<file path="src/rtl/booth_seq_ctrl.sv">
// Sequential radix-2 Booth multiplier controller: one add/sub-and-shift step per clock, WIDTH steps per product.
// Optional build macro BOOTH_ZERO_SKIP_EN: a zero operand completes on the accepting edge with Z=0.
module booth_seq_ctrl #(
    parameter int WIDTH = 8
) (
    input  logic                      clk,
    input  logic                      rst,
    input  logic                      start,
    input  logic signed [WIDTH-1:0]   M,
    input  logic signed [WIDTH-1:0]   Q,
    output logic                      busy,
    output logic                      done,
    output logic signed [2*WIDTH-1:0] Z
);

    localparam int CNT_W = $clog2(WIDTH + 1);
    localparam logic [CNT_W-1:0] LAST_STEP = CNT_W'(WIDTH - 1);

    typedef enum logic {
        S_IDLE = 1'b0,
        S_RUN  = 1'b1
    } state_t;

    state_t                    state_q, state_d;
    logic signed [WIDTH:0]     a_q, a_d;
    logic signed [WIDTH-1:0]   m_q, m_d;
    logic [WIDTH:0]            qr_q, qr_d;
    logic [CNT_W-1:0]          cnt_q, cnt_d;
    logic                      busy_q, busy_d;
    logic                      done_q, done_d;
    logic signed [2*WIDTH-1:0] z_q, z_d;

    logic signed [WIDTH:0]     a_step;
    logic [WIDTH:0]            qr_step;
    logic                      zero_skip;

    // One Booth step: conditional add/subtract of the sign-extended multiplicand,
    // then an arithmetic right shift of the combined {A, Qreg} register.
    function automatic logic [2*WIDTH+1:0] booth_step(
        input logic signed [WIDTH:0]   a,
        input logic signed [WIDTH-1:0] m,
        input logic [WIDTH:0]          qr
    );
        logic signed [WIDTH:0] m_ext;
        logic signed [WIDTH:0] sum;
        m_ext = {m[WIDTH-1], m};
        case (qr[1:0])
            2'b01:   sum = a + m_ext;
            2'b10:   sum = a - m_ext;
            default: sum = a;
        endcase
        return {sum[WIDTH], sum, qr[WIDTH:1]};
    endfunction

    assign {a_step, qr_step} = booth_step(a_q, m_q, qr_q);

`ifdef BOOTH_ZERO_SKIP_EN
    assign zero_skip = (M == '0) || (Q == '0);
`else
    assign zero_skip = 1'b0;
`endif

    always_comb begin
        state_d = state_q;
        a_d     = a_q;
        m_d     = m_q;
        qr_d    = qr_q;
        cnt_d   = cnt_q;
        busy_d  = busy_q;
        done_d  = 1'b0;
        z_d     = z_q;

        case (state_q)
            S_IDLE: begin
                if (start) begin
                    if (zero_skip) begin
                        z_d    = '0;
                        done_d = 1'b1;
                    end else begin
                        m_d     = M;
                        a_d     = '0;
                        qr_d    = {Q, 1'b0};
                        cnt_d   = '0;
                        busy_d  = 1'b1;
                        state_d = S_RUN;
                    end
                end
            end
            S_RUN: begin
                a_d   = a_step;
                qr_d  = qr_step;
                cnt_d = cnt_q + 1'b1;
                // Product is taken from the post-shift values of the final step.
                if (cnt_q == LAST_STEP) begin
                    z_d     = {a_step[WIDTH-1:0], qr_step[WIDTH:1]};
                    done_d  = 1'b1;
                    busy_d  = 1'b0;
                    state_d = S_IDLE;
                end
            end
            default: begin
                state_d = S_IDLE;
                busy_d  = 1'b0;
            end
        endcase
    end

    always_ff @(posedge clk or posedge rst) begin
        if (rst) begin
            state_q <= S_IDLE;
            a_q     <= '0;
            m_q     <= '0;
            qr_q    <= '0;
            cnt_q   <= '0;
            busy_q  <= 1'b0;
            done_q  <= 1'b0;
            z_q     <= '0;
        end else begin
            state_q <= state_d;
            a_q     <= a_d;
            m_q     <= m_d;
            qr_q    <= qr_d;
            cnt_q   <= cnt_d;
            busy_q  <= busy_d;
            done_q  <= done_d;
            z_q     <= z_d;
        end
    end

    assign busy = busy_q;
    assign done = done_q;
    assign Z    = z_q;

endmodule

</file>
<file path="config.mk">
export PLATFORM = sky130hd
export DESIGN_NAME = booth_seq_ctrl
export DESIGN_NICKNAME = d
export VERILOG_FILES = /design/src/rtl/booth_seq_ctrl.sv
export SDC_FILE = /design/constraint.sdc
export NUM_CORES = 1
export LEC_CHECK = 0
export ABC_AREA = 0
export BUFFER_PORTS_ARGS = -buffer_cell sky130_fd_sc_hd__buf_2
export CAP_MARGIN = 20
export CORE_ASPECT_RATIO = 1.1
export CORE_MARGIN = 2
export CORE_UTILIZATION = 40
export CTS_CLUSTER_SIZE = 25
export DETAILED_ROUTE_END_ITERATION = 10
export PLACE_DENSITY_LB_ADDON = 0.3
export SYNTH_ARGS = -nofsm -noshare
export SYNTH_HDL_FRONTEND = slang
export SYNTH_SLANG_ARGS = --single-unit
export TNS_END_PERCENT = 1
</file>
<file path="constraint.sdc">
create_clock -name clk -period 3.1 [get_ports clk]
set_input_delay 0.31 -clock clk [delete_from_list [all_inputs] [get_ports clk]]
set_output_delay 0.31 -clock clk [all_outputs]
set_load 0.02 [all_outputs]
</file>
==> flow_summary.rst <==
.. list-table::
   :header-rows: 1

   * - Metric
     - Value
   * - Result of the run
     - finished clean
   * - Number of top-level design ports
     - 37
   * - Clock Pin Slew Worst Setup and Hold Paths
     - 90 ps
   * - Internal reg-to-reg setup slack
     - 340 ps
   * - Die outline width
     - 79.81 µm
   * - Cell count after synthesis
     - 263
   * - CP endpoint kind
     - flop
   * - Post-synthesis area per instance
     - 9.615 µm²
   * - Share of the synthesized area in the top cell type
     - 0.4750
   * - Global-route met1 utilization
     - 0.1961
   * - Synthesis-to-layout area growth
     - 14.79%
   * - Final instance count without filler cells
     - 379
   * - Clock Tree Root
     - sky130_fd_sc_hd__clkbuf_8
   * - DRT Pass-1 Iters
     - 4
   * - Most heavily used metal layer in global routing
     - met2
   * - Tightest Pin Transition
     - 572.6 ps
   * - Normalized max-slew margin
     - 0.6182
   * - Hold-fix buffers at CTS
     - 0
   * - Grt total ovfl
     - 0
   * - Total routing usage reported by global routing
     - 0.1539
   * - Sequential area share after synthesis
     - 0.4750
   * - Max-cap check violation count
     - 0
   * - Setup repair after global routing missed its margin
     - false
   * - Diode insertion count for antenna repair
     - 0
   * - Flops & latches, synth
     - 48
   * - Number of vias in the routed layout
     - 1,926
   * - Main synth FF type
     - sky130_fd_sc_hd__dfrtp_1
   * - Number of core rows
     - 30
   * - Post-route DRC violation count
     - 0
   * - Clk sinks
     - 48
   * - Required time of the worst setup path
     - 3290 ps
   * - Final count of hold timing violations
     - 0
   * - NumNets Final
     - 329
   * - Post-CTS setup buffers
     - 0
   * - Path category of the worst min-delay check
     - input pin to flop
   * - Setup TNS Final
     - 0 ps
   * - GR Util met2
     - 0.2597
   * - DRC violation total after the first TritonRoute iteration
     - 85
   * - Dpl ws
     - 324.4 ps
   * - Total length of routed wires
     - 4.859 mm
   * - Top cell type by total area after synthesis
     - sky130_fd_sc_hd__dfrtp_1
   * - Highest Clock Rate
     - 0.3619 GHz
   * - Die height
     - 87.39 µm
   * - Final clock skew
     - 7.121 ps
   * - CP Data Arrival Time
     - 2950 ps
   * - Post-route ant nets
     - 0
   * - TritonCTS clock tree
     - built
   * - Post-cts resize count
     - 0
   * - Placed cell count
     - 369
   * - Count of flip-flops with a built-in enable after synthesis
     - 0
   * - Netlist area before placement
     - 2529 µm²
   * - Classification of the worst setup path
     - flop to flop
   * - Met3 Use GR
     - 0.03423
   * - Area of the die
     - 6975 µm²
   * - Yosys warns
     - 0
   * - HPWL after detailed placement
     - 3.504 mm
   * - Proportion of layout cells with a drive suffix above 1
     - 0.2107
   * - Share of synthesized registers carrying an async set or reset
     - 1.000
   * - H-tree Lvls
     - 2
   * - Largest net degree at the start of global routing
     - 49
   * - Initial antenna violation count
     - 0
   * - CORE AREA
     - 6156 µm²
   * - Final cycle utilization of the critical path
     - 0.8913
   * - Minimum period implied by the final worst setup slack
     - 2763 ps
   * - Setup slack after layout
     - 337.1 ps
   * - Setup violations, final
     - 0
   * - Vias per std cell
     - 5.082
   * - Vias in the first global route
     - 1,883
   * - Max-slew violation count
     - 0
   * - Count of distinct cell types in the synthesized netlist
     - 38
   * - Synth top area cells
     - sky130_fd_sc_hd__dfrtp_1 48%, sky130_fd_sc_hd__nand2_1 7.1%, sky130_fd_sc_hd__ha_1 5.4%
   * - TritonCTS Buffers
     - 5
   * - Tightest hold margin
     - 219.7 ps
   * - Maximum fanout count along the critical path
     - 9
   * - Initial Utilization
     - 0.4108
   * - Insertion delay to the later sink of the worst-skew pair
     - 300 ps
   * - Number of port buffers
     - 36
   * - Final weighted congestion of routability-driven global placement
     - 0.7476
   * - Total nets after synthesis
     - 294
   * - Number of buffers on the longest clock path
     - 2
   * - Wire length of the first global-routing pass
     - 8.549 mm
   * - Worst Setup Start Kind
     - flop
   * - Routed len/inst
     - 12.82 µm
-- logic make-up after synthesis --
family / share of synthesized area
buffers and inverters: 0.03859
flip-flops: 0.4750
AO/OA/AOI/OAI: 0.1371
adder cells (fa/ha/maj): 0.06234
XOR/XNOR: 0.04156
multiplexers: 0.09253
AND/OR/NAND/NOR: 0.1529
-- cell type report --
cell class	instances	area, µm²
well taps	80	100.1
clock buffers	7	86.33
fillers	610	3253
flip-flops and latches	48	1201
repair buffers	41	232.7
multi-input cells	190	1230
inverters	12	45.04
clock inverters	1	7.507
-- stage by stage --
| stage | utilization | instance area (µm²) |
|---|---|---|
| final | 0.4715 | 2903 |
| after global routing | 0.4715 | 2903 |
| after global placement | 0.4514 | 2779 |
| after floorplan | - | 2529 |
| after CTS | 0.4667 | 2873 |
| after detailed placement | 0.4514 | 2779 |
-- cells in the mapped netlist, types with 6 or more instances --
library cell / count
sky130_fd_sc_hd__mux2i_1: 11
sky130_fd_sc_hd__mux2_2: 11
sky130_fd_sc_hd__a21oi_1: 17
sky130_fd_sc_hd__nand2b_1: 6
sky130_fd_sc_hd__clkbuf_1: 7
sky130_fd_sc_hd__o21ai_0: 20
sky130_fd_sc_hd__dfrtp_1: 48
sky130_fd_sc_hd__nor2_1: 15
sky130_fd_sc_hd__nand2_1: 48
sky130_fd_sc_hd__inv_1: 12
sky130_fd_sc_hd__xnor2_1: 8
sky130_fd_sc_hd__ha_1: 11
-- per-layer routing --
layer / share of wire / up-vias
met2: 0.48 / 48
met1: 0.46 / 900
met4: 0.016 / 0
met3: 0.050 / 9
met5: 0 / -
li1: - / 969
-- registers in the layout, summed over array words and instances, names as in the netlist --
name     cells
Z           16
qr_q         9
a_q          8
m_q          8
cnt_q        4
busy         1
done         1
state_q      1
-- layout by cell type, fill, tap and decap left out, types with 8 or more instances in the layout --
cell                      synthesis  final
sky130_fd_sc_hd__dfrtp_1         48     48
sky130_fd_sc_hd__nand2_1         48     48
sky130_fd_sc_hd__buf_2            3     36
sky130_fd_sc_hd__o21ai_0         20     20
sky130_fd_sc_hd__a21oi_1         17     17
sky130_fd_sc_hd__nor2_1          15     15
sky130_fd_sc_hd__inv_1           12     11
sky130_fd_sc_hd__mux2i_1         11     11
sky130_fd_sc_hd__mux2_2          11     11
sky130_fd_sc_hd__ha_1            11     11
sky130_fd_sc_hd__xnor2_1          8      8
-- worst max-delay path, stage by stage, from the launching register on --
cell                       delay, ps
sky130_fd_sc_hd__dfrtp_1         370
sky130_fd_sc_hd__inv_1            70
sky130_fd_sc_hd__ha_1            320
sky130_fd_sc_hd__mux2_2          400
sky130_fd_sc_hd__fa_1            420
sky130_fd_sc_hd__nand2b_1        160
sky130_fd_sc_hd__a21oi_1         280
sky130_fd_sc_hd__a31oi_1         150
sky130_fd_sc_hd__xor2_1          140
sky130_fd_sc_hd__nor2_1           50
sky130_fd_sc_hd__a21oi_1         180
sky130_fd_sc_hd__o21ai_0         110
-- final timing paths --
path                       cells after the start             endpoint                start
min in group asynchronous                      3     Z[4]$_DFFE_PP0P_                  rst
max reg2reg                                   11    Z[13]$_DFFE_PP0P_  qr_q[0]$_DFFE_PP0P_
min                                            3   m_q[1]$_DFFE_PP0P_                 M[1]
min reg2reg                                    2    Z[11]$_DFFE_PP0P_    Z[11]$_DFFE_PP0P_
max in group asynchronous                      4  qr_q[8]$_DFFE_PP0P_                  rst
max                                           11    Z[13]$_DFFE_PP0P_  qr_q[0]$_DFFE_PP0P_
Power is left out: the tool's default activity adds up to more than one toggle a clock period on the data nets, which glitch-free logic cannot reach.
